## src/rtl/mux_scan_sequencer_if.sv

```systemverilog
// Handshake and muxN-side signal bundle for mux_scan_sequencer.
// slave = the sequencer; master = upstream source plus muxN.
interface mux_scan_sequencer_if #(
    parameter int N = 8
);
    localparam int SW = $clog2(N);

    logic          in_valid;
    logic          in_ready;
    logic [N-1:0]  in_data;
    logic [N-1:0]  mux_x;
    logic [SW-1:0] mux_sel;
    logic          mux_y;
    logic          bit_out;
    logic          bit_valid;
    logic          bit_last;
    logic          busy;

    modport slave (
        input  in_valid, in_data, mux_y,
        output in_ready, mux_x, mux_sel, bit_out, bit_valid, bit_last, busy
    );

    modport master (
        output in_valid, in_data, mux_y,
        input  in_ready, mux_x, mux_sel, bit_out, bit_valid, bit_last, busy
    );
endinterface

```

## src/rtl/mux_scan_sequencer.sv

```systemverilog
// Parallel-to-serial scanner driving muxN select/data and registering its output.
// Define MUX_SCAN_PARITY_EN to append an even-parity bit after bit N-1.
module mux_scan_sequencer #(
    parameter int N    = 8,
    parameter int HOLD = 1
) (
    input  logic                  clk,
    input  logic                  rst_n,
    mux_scan_sequencer_if.slave   bus
);
    localparam int SW = $clog2(N);
    localparam int HW = (HOLD > 1) ? $clog2(HOLD) : 1;
    localparam logic [HW-1:0] HOLD_LAST = HW'(HOLD - 1);
    localparam logic [SW-1:0] SEL_LAST  = SW'(N - 1);

`ifdef MUX_SCAN_PARITY_EN
    typedef enum logic [1:0] {S_IDLE, S_SCAN, S_PAR} state_t;
`else
    typedef enum logic [1:0] {S_IDLE, S_SCAN} state_t;
`endif

    state_t        state_q, state_d;
    logic [N-1:0]  mux_x_q, mux_x_d;
    logic [SW-1:0] sel_q, sel_d;
    logic [HW-1:0] hold_q, hold_d;
    logic          bit_out_q, bit_out_d;
    logic          bit_valid_q, bit_valid_d;
    logic          bit_last_q, bit_last_d;

    always_ff @(posedge clk or negedge rst_n) begin
        if (!rst_n) begin
            state_q     <= S_IDLE;
            mux_x_q     <= '0;
            sel_q       <= '0;
            hold_q      <= '0;
            bit_out_q   <= 1'b0;
            bit_valid_q <= 1'b0;
            bit_last_q  <= 1'b0;
        end else begin
            state_q     <= state_d;
            mux_x_q     <= mux_x_d;
            sel_q       <= sel_d;
            hold_q      <= hold_d;
            bit_out_q   <= bit_out_d;
            bit_valid_q <= bit_valid_d;
            bit_last_q  <= bit_last_d;
        end
    end

    always_comb begin
        state_d     = state_q;
        mux_x_d     = mux_x_q;
        sel_d       = sel_q;
        hold_d      = hold_q;
        bit_out_d   = bit_out_q;
        bit_valid_d = 1'b0;
        bit_last_d  = 1'b0;
        case (state_q)
            S_IDLE: begin
                if (bus.in_valid) begin
                    mux_x_d = bus.in_data;
                    sel_d   = '0;
                    hold_d  = '0;
                    state_d = S_SCAN;
                end
            end
            S_SCAN: begin
                if (hold_q == HOLD_LAST) begin
                    hold_d      = '0;
                    bit_out_d   = bus.mux_y;
                    bit_valid_d = 1'b1;
                    // select parks at N-1 once the word is exhausted
                    if (sel_q == SEL_LAST) begin
`ifdef MUX_SCAN_PARITY_EN
                        state_d    = S_PAR;
`else
                        bit_last_d = 1'b1;
                        state_d    = S_IDLE;
`endif
                    end else begin
                        sel_d = sel_q + 1'b1;
                    end
                end else begin
                    hold_d = hold_q + 1'b1;
                end
            end
`ifdef MUX_SCAN_PARITY_EN
            S_PAR: begin
                if (hold_q == HOLD_LAST) begin
                    hold_d      = '0;
                    bit_out_d   = ^mux_x_q;
                    bit_valid_d = 1'b1;
                    bit_last_d  = 1'b1;
                    state_d     = S_IDLE;
                end else begin
                    hold_d = hold_q + 1'b1;
                end
            end
`endif
            default: state_d = S_IDLE;
        endcase
    end

    // in_ready is forced low while reset is held so every output reads 0 in reset
    assign bus.in_ready  = (state_q == S_IDLE) && rst_n;
    assign bus.busy      = (state_q != S_IDLE);
    assign bus.mux_x     = mux_x_q;
    assign bus.mux_sel   = sel_q;
    assign bus.bit_out   = bit_out_q;
    assign bus.bit_valid = bit_valid_q;
    assign bus.bit_last  = bit_last_q;
endmodule
```

## src/flat_wrapper.sv

```systemverilog
// flat-port wrapper written by rule: the top's interface ports become plain ports
module mux_scan_sequencer_flat 
#(
    parameter int N    = 8,
    parameter int HOLD = 1
)
  (clk, rst_n, bus_in_valid, bus_in_data, bus_mux_y, bus_in_ready, bus_mux_x, bus_mux_sel, bus_bit_out, bus_bit_valid, bus_bit_last, bus_busy);
  mux_scan_sequencer_if #(.N(N)) bus_i ();
  input  logic clk;
  input  logic rst_n;
  input wire logic [$bits(bus_i.in_valid)-1:0] bus_in_valid;
  input wire logic [$bits(bus_i.in_data)-1:0] bus_in_data;
  input wire logic [$bits(bus_i.mux_y)-1:0] bus_mux_y;
  output wire logic [$bits(bus_i.in_ready)-1:0] bus_in_ready;
  output wire logic [$bits(bus_i.mux_x)-1:0] bus_mux_x;
  output wire logic [$bits(bus_i.mux_sel)-1:0] bus_mux_sel;
  output wire logic [$bits(bus_i.bit_out)-1:0] bus_bit_out;
  output wire logic [$bits(bus_i.bit_valid)-1:0] bus_bit_valid;
  output wire logic [$bits(bus_i.bit_last)-1:0] bus_bit_last;
  output wire logic [$bits(bus_i.busy)-1:0] bus_busy;
  assign bus_i.in_valid = bus_in_valid;
  assign bus_i.in_data = bus_in_data;
  assign bus_i.mux_y = bus_mux_y;
  assign bus_in_ready = bus_i.in_ready;
  assign bus_mux_x = bus_i.mux_x;
  assign bus_mux_sel = bus_i.mux_sel;
  assign bus_bit_out = bus_i.bit_out;
  assign bus_bit_valid = bus_i.bit_valid;
  assign bus_bit_last = bus_i.bit_last;
  assign bus_busy = bus_i.busy;
  mux_scan_sequencer #(.N(N), .HOLD(HOLD)) u_core (.clk(clk), .rst_n(rst_n), .bus(bus_i));
endmodule
```

## config.mk

```make
export PLATFORM = sky130hd
export DESIGN_NAME = mux_scan_sequencer_flat
export DESIGN_NICKNAME = d
export VERILOG_FILES = /design/src/rtl/mux_scan_sequencer_if.sv /design/src/rtl/mux_scan_sequencer.sv /design/src/flat_wrapper.sv
export SDC_FILE = /design/constraint.sdc
export NUM_CORES = 1
export LEC_CHECK = 0
export BUFFER_PORTS_ARGS = -buffer_cell sky130_fd_sc_hd__buf_4
export CORE_UTILIZATION = 48
export CTS_CLUSTER_DIAMETER = 80
export CTS_CLUSTER_SIZE = 16
export DETAILED_ROUTE_END_ITERATION = 10
export PLACE_DENSITY = 0.88
export SKIP_LAST_GASP = 1
export SYNTH_ARGS = -nofsm -noshare
export SYNTH_HDL_FRONTEND = slang
export SYNTH_SLANG_ARGS = --single-unit
export TNS_END_PERCENT = 10
```

## constraint.sdc

```tcl
create_clock -name clk -period 2.8 [get_ports clk]
set_input_delay 0.14 -clock clk [delete_from_list [all_inputs] [get_ports clk]]
set_output_delay 0.14 -clock clk [all_outputs]
set_load 0.03 [all_outputs]
```

==> results.toml, run 1 <==
[clock_tree]
cts_made_buffers = 3
clockBufferDepth = 2
post_cts_buffers = 0
insertion_delay_ns = 0.27
clkSlewWorstSetupHoldPaths_ns = 0.09
numClockSinks = 15
cts_root_buf = "clkbuf_4"
cts_tree = "built"
htree_num_levels = 1
post_cts_resized = 0

[worst_setup_path]
cp.depth = 4
rrSetupSlack_ns = 1.23
worst-path-buf-inv = 0
critPathCaptureType = "register"
worstSetupStartpointType = "register"
reg2reg_depth = 4
r2r_start = "u_core.bus.mux_sel[0]"
crit_type = "reg2reg"
worstPathMaxFanout = 4
critical_path_required_ns = 2.96
path_delay_family = "adder cells"
arrival_ns = 1.73
cpPeakStageDelay_ns = 0.42
crit_top_cell = "ha_1"
r2r_end = "u_core.bus.mux_sel[2]"
crit_chain = "ha_1 -> ha_1 -> mux2_1 -> a22o_1"
startpoint = "u_core.bus.mux_sel[0]"
cp_slowest_cell = "dfrtp_1"

[min_path]
min_to = "u_core.bus.mux_x[6]"
min-delay-start = "bus_in_data[6]"
hold_path_class = "in2reg"
hold_depth = 2

[global_route]
grt_pass1_wl_um = 1650
track_usage_pct = 16.4
grt_pass1_vias = 377
grt.overflow.total = 0
grt_max_degree = 17
antenna_found_initial = 0

[timing]
slew_headroom_pct = 75.1
fin_skew_ns = 0.00414
tightest_slew_ns = 0.374
final.setup.tns_ns = 0
hold_viol_final = 0
rsz0062_at_grt = "no"
worst_slack_ns = 1.23
min_period_over_period_pct = 56.0
fin_crit_ns = 1.57
max_freq_mhz = 638
finalSetupViolations = 0
maxSlewViolCount = 0

[floorplan]
core_um2 = 1300
num_rows = 13
die_h_um = 39.4
pin_count = 28
die_x_um = 39.4
die_area_um2 = 1550
initial_core_util_pct = 51.5

[route]
num_vias = 416
viasPerCell = 4.89
totalWireLength_um = 1080
dr.pass1.iters = 4
routedWlPerCell_um = 12.7
drt_iter0_drc = 2
ant_nets = 0
drc = 0

[synth]
synthMuxAreaShare_pct = 22.9
yosys-top-cells-area = "dfrtp_1, mux2_4, ha_1"
yosys.cell_types.count = 14
synth_top_area_share_pct = 56.0
synth-seq-cells = 15
seq_area_frac_synth_pct = 56.0
synth_fa_ha_area_share_pct = 5.60
synth_top_area_cell = "dfrtp_1"
synth_top_family_by_area = "multiplexers"
syn-num-nets = 55
synth_compound_area_share_pct = 4.66
synth_area_um2 = 671
synth_xor_area_share_pct = 1.31
synth-simple-area-share_pct = 4.85
syn_avg_cell_area_um2 = 16.8
synth_cells = 40
yosys_warnings = 0

[job]
maxCapViolations = 0

[place]
placedCellCount = 80
dpl_cell_area_um2 = 861
pre_cts_slack_ns = 1.25
gp_congestion = 0.802
placement.io_buffers = 27

[finish]
mostFrequentLayoutCells = "buf_4, dfrtp_1, mux2_4"
drive_gt1_share_pct = 61.4
fin_nets = 86
final_common_cell = "buf_4"
diodes = 0
final_cells = 85
final_design_area_no_fill_um2 = 898
area_delta_synth_final_pct = 34.0

[power]
power_density_nw_per_um2 = 1310
power_mw = 1.18
irDropWorstVdd_uv = 632
p_leak_nw = 0.457

[run_status]
status = "completed"
## through the flow
| step | utilization (%) | hold slack [ns] |
|---|---|---|
| detailed placement | 66.2 | 0.000987 |
| floorplan | - | -0.156 |
| CTS | 69.0 | 0.0865 |
| global route | 69.0 | 0.0782 |
| global placement | 66.2 | 0.0000138 |
| finish | 69.0 | 0.0927 |
## cell usage after synthesis
library cell  instances
and2b_1               1
nor2b_4               1
mux2_1                1
mux2_4                8
a22o_1                3
and2_2                1
dfrtp_1              15
buf_6                 1
buf_12                1
mux2_2                2
nor2_1                1
ha_1                  3
a21oi_1               1
xnor2_1               1
## logic make-up (layout without fill, tap and decap cells)
family,count (synthesis),in the layout
AND/OR/NAND/NOR,4,4
XOR/XNOR,1,1
buffers and inverters,2,32
multiplexers,11,11
flip-flops,15,15
AO/OA/AOI/OAI,4,4
adder cells (fa/ha/maj),3,3
## timing repair
item                                    in CTS  in global routing
endpoints found under the setup margin       0                  0
hold endpoints to repair                    15                  0
hold buffers                                 1                  0
## sequential cells by signal, summed over array words and instances (netlist names)
name,cells
u_core.bus.mux_sel,3
u_core.state_q,1
u_core.bus.bit_out,1
u_core.bus.mux_x,8
u_core.bus.bit_last,1
u_core.bus.bit_valid,1
## cell type report
type | count | area (um^2)
well taps | 15 | 18.8
multi-input cells | 23 | 264
flip-flops and latches | 15 | 375
fillers | 94 | 403
clock buffers | 3 | 22.5
repair buffers | 28 | 213
clock inverters | 1 | 5.00
## routing by layer
| layer | wire (um) | GRT usage, % | up-vias |
|---|---|---|---|
| met5 | 0 | 0 | - |
| met4 | 17 | 7.76 | 0 |
| met3 | 44 | 1.70 | 2 |
| met2 | 532 | 25.4 | 12 |
| met1 | 489 | 22.9 | 202 |
| li1 | - | - | 200 |
## worst max-delay path by stage
stage                                 end  slack (ns)
finish              u_core.bus.mux_sel[2]        1.23
global route        u_core.bus.mux_sel[2]        1.14
CTS                 u_core.bus.mux_sel[2]        1.22
detailed placement  u_core.bus.mux_sel[2]        1.25
floorplan           u_core.bus.mux_sel[2]        1.16
global placement    u_core.bus.mux_sel[2]        1.29
## where the power goes
part	switching, mW	leakage (nW)	total (mW)	internal [mW]
Combinational	0.335	0.264	0.659	0.325
Clock	0.0635	0.0177	0.116	0.0528
Sequential	0.0853	0.176	0.405	0.320
Note: power is estimated with default switching activity, not from simulation.
==> run 2, diff against run 1 <==
--- a/config.mk
+++ b/config.mk
@@ -6,11 +6,11 @@
 export NUM_CORES = 1
 export LEC_CHECK = 0
 export BUFFER_PORTS_ARGS = -buffer_cell sky130_fd_sc_hd__buf_4
-export CORE_UTILIZATION = 48
+export CORE_UTILIZATION = 45
 export CTS_CLUSTER_DIAMETER = 80
 export CTS_CLUSTER_SIZE = 16
 export DETAILED_ROUTE_END_ITERATION = 10
-export PLACE_DENSITY = 0.88
+export PLACE_DENSITY = 0.84
 export SKIP_LAST_GASP = 1
 export SYNTH_ARGS = -nofsm -noshare
 export SYNTH_HDL_FRONTEND = slang
==> constraint.sdc (replaced) <==
create_clock -name clk -period 1.6 [get_ports clk]
set_input_delay 0.08 -clock clk [delete_from_list [all_inputs] [get_ports clk]]
set_output_delay 0.08 -clock clk [all_outputs]
set_load 0.03 [all_outputs]
==> run 2 against run 1 <==
Clock skew decreased by 0.0026 ns. Sequential power is 69% higher. Critical path depth unchanged. Sequential share of layout area is 0.24 points lower. Die area is 6.3% higher. Count of clock-buffer cells in the layout increased by 1. Design area is 1.3% higher. Global-route usage decreased by 1.6 points. Worst setup slack worse by 1.1 ns. Largest cell class unchanged. Fmax grew 3.6%. Total power grew 77%. Sequential cell count unchanged.
==> results.toml, run 2 (synthesized netlist as in run 1, its figures left out) <==
[global_route]
use_met1_pct = 18.9
gr-max-usage-layer = "met2"
grt_max_degree = 17
grt.overflow.total = 0
met2_usage_pct = 21.8
antenna_found_initial = 0
grtUsageMet3_pct = 5.56
track_usage_pct = 14.8
grt_pass1_wl_um = 1520
grt_pass1_vias = 347

[power]
irDropWorstVdd_uv = 993
power.internal_mw = 1.25
sw_frac_of_total_pct = 40.4
power_mw = 2.09
power_density_nw_per_um2 = 2300
combPwrFrac_pct = 57.7
clkPwrFrac_pct = 9.6
seqPwrFrac_pct = 32.7
switching_power_uw = 844
p_leak_nw = 0.455

[floorplan]
num_rows = 13
pin_count = 28
core_um2 = 1350
die_h_um = 40.6
die_x_um = 40.6
die_area_um2 = 1650
initial_core_util_pct = 49.7

[clock_tree]
cts_root_buf = "clkbuf_4"
cts_made_buffers = 3
numClockSinks = 15
clkSlewWorstSetupHoldPaths_ns = 0.08
post_cts_buffers = 0
clockBufferDepth = 2
cts_tree = "built"
insertion_delay_ns = 0.27
htree_num_levels = 1

[worst_setup_path]
r2r_end = "u_core.bus.mux_sel[2]"
path_delay_family = "adder cells"
worstSetupStartpointType = "register"
worst-path-buf-inv = 0
rrSetupSlack_ns = 0.09
crit_type = "reg2reg"
cp_slowest_cell = "dfrtp_2"
r2r_start = "u_core.bus.mux_sel[0]"
critical_path_required_ns = 1.76
reg2reg_depth = 4
worstPathMaxFanout = 4
crit_chain = "ha_1 -> ha_2 -> mux2_1 -> a22o_1"
cpPeakStageDelay_ns = 0.44
arrival_ns = 1.68
critPathCaptureType = "register"

[timing]
fin_crit_ns = 1.51
maxSlewViolCount = 0
final.setup.tns_ns = 0
min_period_over_period_pct = 94.6
fin_skew_ns = 0.00150
max_freq_mhz = 661
finalSetupViolations = 0
hold_viol_final = 0
tightest_slew_ns = 0.329
rsz0062_at_grt = "no"
slew_headroom_pct = 78.0

[route]
drt_iter0_drc = 5
num_vias = 417
routedWlPerCell_um = 12.7
viasPerCell = 4.85
dr.pass1.iters = 4
ant_nets = 0
drc = 0
totalWireLength_um = 1090

[place]
placement.io_buffers = 27
dpl_cell_area_um2 = 871
gp_congestion = 0.702

[finish]
area_delta_synth_final_pct = 35.6
final.fill_count = 98
diodes = 0
final_design_area_no_fill_um2 = 910
final_common_cell = "buf_4"
drive_gt1_share_pct = 64.8
fin_nets = 87
mostFrequentLayoutCells = "buf_4, dfrtp_1, mux2_4"
largest_reg_flops = 8

[min_path]
hold_path_class = "in2reg"
min_to = "u_core.bus.bit_out"
min-delay-start = "bus_mux_y"
hold_depth = 2

[run_status]
status = "completed"

[job]
maxCapViolations = 0
==> run 2: what timing repair did <==
| item | in CTS | in global routing |
|---|---|---|
| gates resized for setup | 0 | 1 |
| hold endpoints to repair | 15 | 0 |
| hold buffers | 1 | 0 |
| endpoints found under the setup margin | 0 | 1 |
==> run 2: layout make-up <==
cell class,count,area [um^2],share of cell area (%)
well taps,15,18.8,2.06
clock buffers,4,26.3,2.89
flip-flops and latches,15,378,41.5
repair buffers,29,220,24.2
multi-input cells,23,267,29.3
==> run 2: how the worst max path moves through the flow <==
stage                                     start                     to  slack (ns)  cells after the start
after floorplan           u_core.bus.mux_sel[0]  u_core.bus.mux_sel[2]        0.02                      4
after global placement    u_core.bus.mux_sel[0]  u_core.bus.mux_sel[2]        0.08                      4
after detailed placement  u_core.bus.mux_sel[0]  u_core.bus.mux_sel[2]        0.06                      4
after CTS                 u_core.bus.mux_sel[0]  u_core.bus.mux_sel[2]        0.05                      4
after global routing      u_core.bus.mux_sel[0]  u_core.bus.mux_sel[2]        0.03                      4
final                     u_core.bus.mux_sel[0]  u_core.bus.mux_sel[2]        0.09                      4
==> run 2: per-stage QoR <==
stage	utilization (%)	cells	worst slack [ns]	hold WS [ns]
after detailed placement	64.5	81	0.0577	-0.0550
after CTS	67.2	86	0.0465	0.0275
after global routing	67.4	86	0.0339	0.0182
after floorplan	-	40	0.0166	-0.216
after global placement	64.5	81	0.0827	-0.0565
final	67.4	86	0.0862	0.0353
==> run 2: power by group through the flow <==
| stage | logic, mW | registers (mW) | clock network [mW] |
|---|---|---|---|
| after floorplan | 0.498 | 1.04 | 0 |
| after global placement | 1.19 | 0.680 | 0 |
| after detailed placement | 1.20 | 0.687 | 0 |
| after global routing | 1.29 | 0.705 | 0.235 |
| final | 1.21 | 0.683 | 0.202 |
| after CTS | 1.21 | 0.680 | 0.210 |
==> run 2: layer usage <==
layer  wire length, um  share of wire [%]  vias up
met2               478                 44       18
met4                12                1.1        0
li1                  -                  -      202
met1               501                 46      195
met3                96                8.8        2
met5                 0                  0        -
==> run 2: worst register-to-register path: cells and delay by family, from the launching register on <==
| kind | cells | cell delay, ns |
|---|---|---|
| AOI/OAI and AO/OA | 1 | 0.22 |
| muxes | 1 | 0.27 |
| DFF | 1 | 0.44 |
| adders and majority gates | 2 | 0.48 |
==> run 3, diff against run 2 <==
--- a/config.mk
+++ b/config.mk
@@ -7,6 +7,7 @@
 export LEC_CHECK = 0
 export BUFFER_PORTS_ARGS = -buffer_cell sky130_fd_sc_hd__buf_4
 export CORE_UTILIZATION = 45
+export CTS_BUF_LIST = sky130_fd_sc_hd__clkbuf_16
 export CTS_CLUSTER_DIAMETER = 80
 export CTS_CLUSTER_SIZE = 16
 export DETAILED_ROUTE_END_ITERATION = 10
==> run 3 against run 2 <==
Count of clock-buffer cells in the layout down 1. Via count up 1.7%. Clock skew up 0.0020 ns. Sequential power up 1%. Sequential cell count unchanged. Utilization up 3.9 points. Fmax down 0.25%. Sequential share of layout area down 2.3 points. Critical endpoint unchanged. Highest routed layer unchanged.
==> results.toml, run 3 (synthesized netlist as in run 1, its figures left out) <==
[run_status]
status = "completed"

[global_route]
antenna_found_initial = 0
grt_pass1_vias = 387
grt_pass1_wl_um = 1770
grt.overflow.total = 0
track_usage_pct = 18.2
grt_max_degree = 17

[clock_tree]
cts_root_buf = "clkbuf_16"
insertion_delay_ns = 0.24
cts_made_buffers = 3
htree_num_levels = 1
clockBufferDepth = 2
cts_tree = "built"
numClockSinks = 15
clkSlewWorstSetupHoldPaths_ns = 0.05

[worst_setup_path]
worst-path-buf-inv = 0
crit_chain = "ha_1 -> ha_2 -> mux2_1 -> a22o_1"
reg2reg_depth = 4
arrival_ns = 1.65
critical_path_required_ns = 1.73
cpPeakStageDelay_ns = 0.43
rrSetupSlack_ns = 0.08
cp.depth = 4
path_delay_family = "adder cells"
cp_slowest_cell = "dfrtp_2"
crit_type = "reg2reg"
worstSetupStartpointType = "register"
worstPathMaxFanout = 4
critPathCaptureType = "register"

[route]
num_vias = 424
ant_nets = 0
dr.pass1.iters = 4
drt_iter0_drc = 5
totalWireLength_um = 1280
drc = 0
routedWlPerCell_um = 14.8
viasPerCell = 4.93

[min_path]
hold_depth = 2
hold_path_class = "in2reg"

[power]
p_leak_nw = 0.482
power_density_nw_per_um2 = 2480
irDropWorstVdd_uv = 1360
power_mw = 2.39

[floorplan]
num_rows = 13
die_x_um = 40.6
pin_count = 28
core_um2 = 1350
initial_core_util_pct = 49.7
die_h_um = 40.6
die_area_um2 = 1650

[timing]
hold_viol_final = 0
hold_slack_ns = 0.0632
fin_crit_ns = 1.52
max_freq_mhz = 659
fin_skew_ns = 0.00347
tightest_slew_ns = 0.346
final.setup.tns_ns = 0
rsz0062_at_grt = "no"
maxSlewViolCount = 0
min_period_over_period_pct = 94.8
finalSetupViolations = 0
slew_headroom_pct = 76.9

[place]
placement.io_buffers = 27
dpl_cell_area_um2 = 871
gp_congestion = 0.702

[finish]
final.fill_count = 88
area_delta_synth_final_pct = 43.5
final_common_cell = "buf_4"
largest_reg_flops = 8
final_design_area_no_fill_um2 = 962
post-route-util_pct = 71.3
mostFrequentLayoutCells = "buf_4, dfrtp_1, mux2_4"
drive_gt1_share_pct = 64.8
fin_nets = 87
diodes = 0

[job]
maxCapViolations = 0
## run 3: cell count changes in the layout (fill, tap and decap cells not counted), sizes merged
cell,previous run,this run
clkbuf,4,3
inv,0,1
## run 3: final cells by class
| type | instances | area, um^2 | share of cell area (%) |
|---|---|---|---|
| tap | 15 | 18.8 | 1.95 |
| timing repair buffer | 29 | 220 | 22.9 |
| clock buffer | 3 | 75.1 | 7.80 |
| clock inverter | 1 | 3.75 | 0.390 |
| sequential | 15 | 378 | 39.3 |
| multi-input combinational | 23 | 267 | 27.7 |
## run 3: worst paths after layout
path                                       startpoint               endpoint
worst min register to register    u_core.bus.mux_x[5]    u_core.bus.mux_x[5]
worst min-delay path                   bus_in_data[4]    u_core.bus.mux_x[4]
worst max-delay path            u_core.bus.mux_sel[0]  u_core.bus.mux_sel[2]
max in group asynchronous                       rst_n  u_core.bus.mux_sel[1]
min in group asynchronous                       rst_n    u_core.bus.mux_x[0]
worst max register to register  u_core.bus.mux_sel[0]  u_core.bus.mux_sel[2]
## run 3: layer usage
layer,global-route usage [%],wire length [um],share of wire (%),vias up
met5,0,0,0,-
met4,7.50,9,0.70,0
met3,8.89,121,9.5,2
met2,27.8,604,47,21
met1,21.8,541,42,199
li1,-,-,-,202
## run 3: timing repair
action                                  4_1_cts  5_1_grt
buffers inserted                              0        0
hold endpoints to repair                     15        0
gates resized for setup                       0        1
hold buffers                                  1        0
endpoints found under the setup margin        0        1
## run 3: power breakdown
part | switching (mW) | internal, mW
registers | 0.122 | 0.568
clock network | 0.149 | 0.331
logic | 0.634 | 0.585
total | 0.905 | 1.48
## run 3: through the flow
step                      worst slack (ns)  std cells
after detailed placement            0.0577         81
final                               0.0825         86
after global routing                0.0305         86
after floorplan                     0.0166         40
after global placement              0.0827         81
after CTS                           0.0272         86
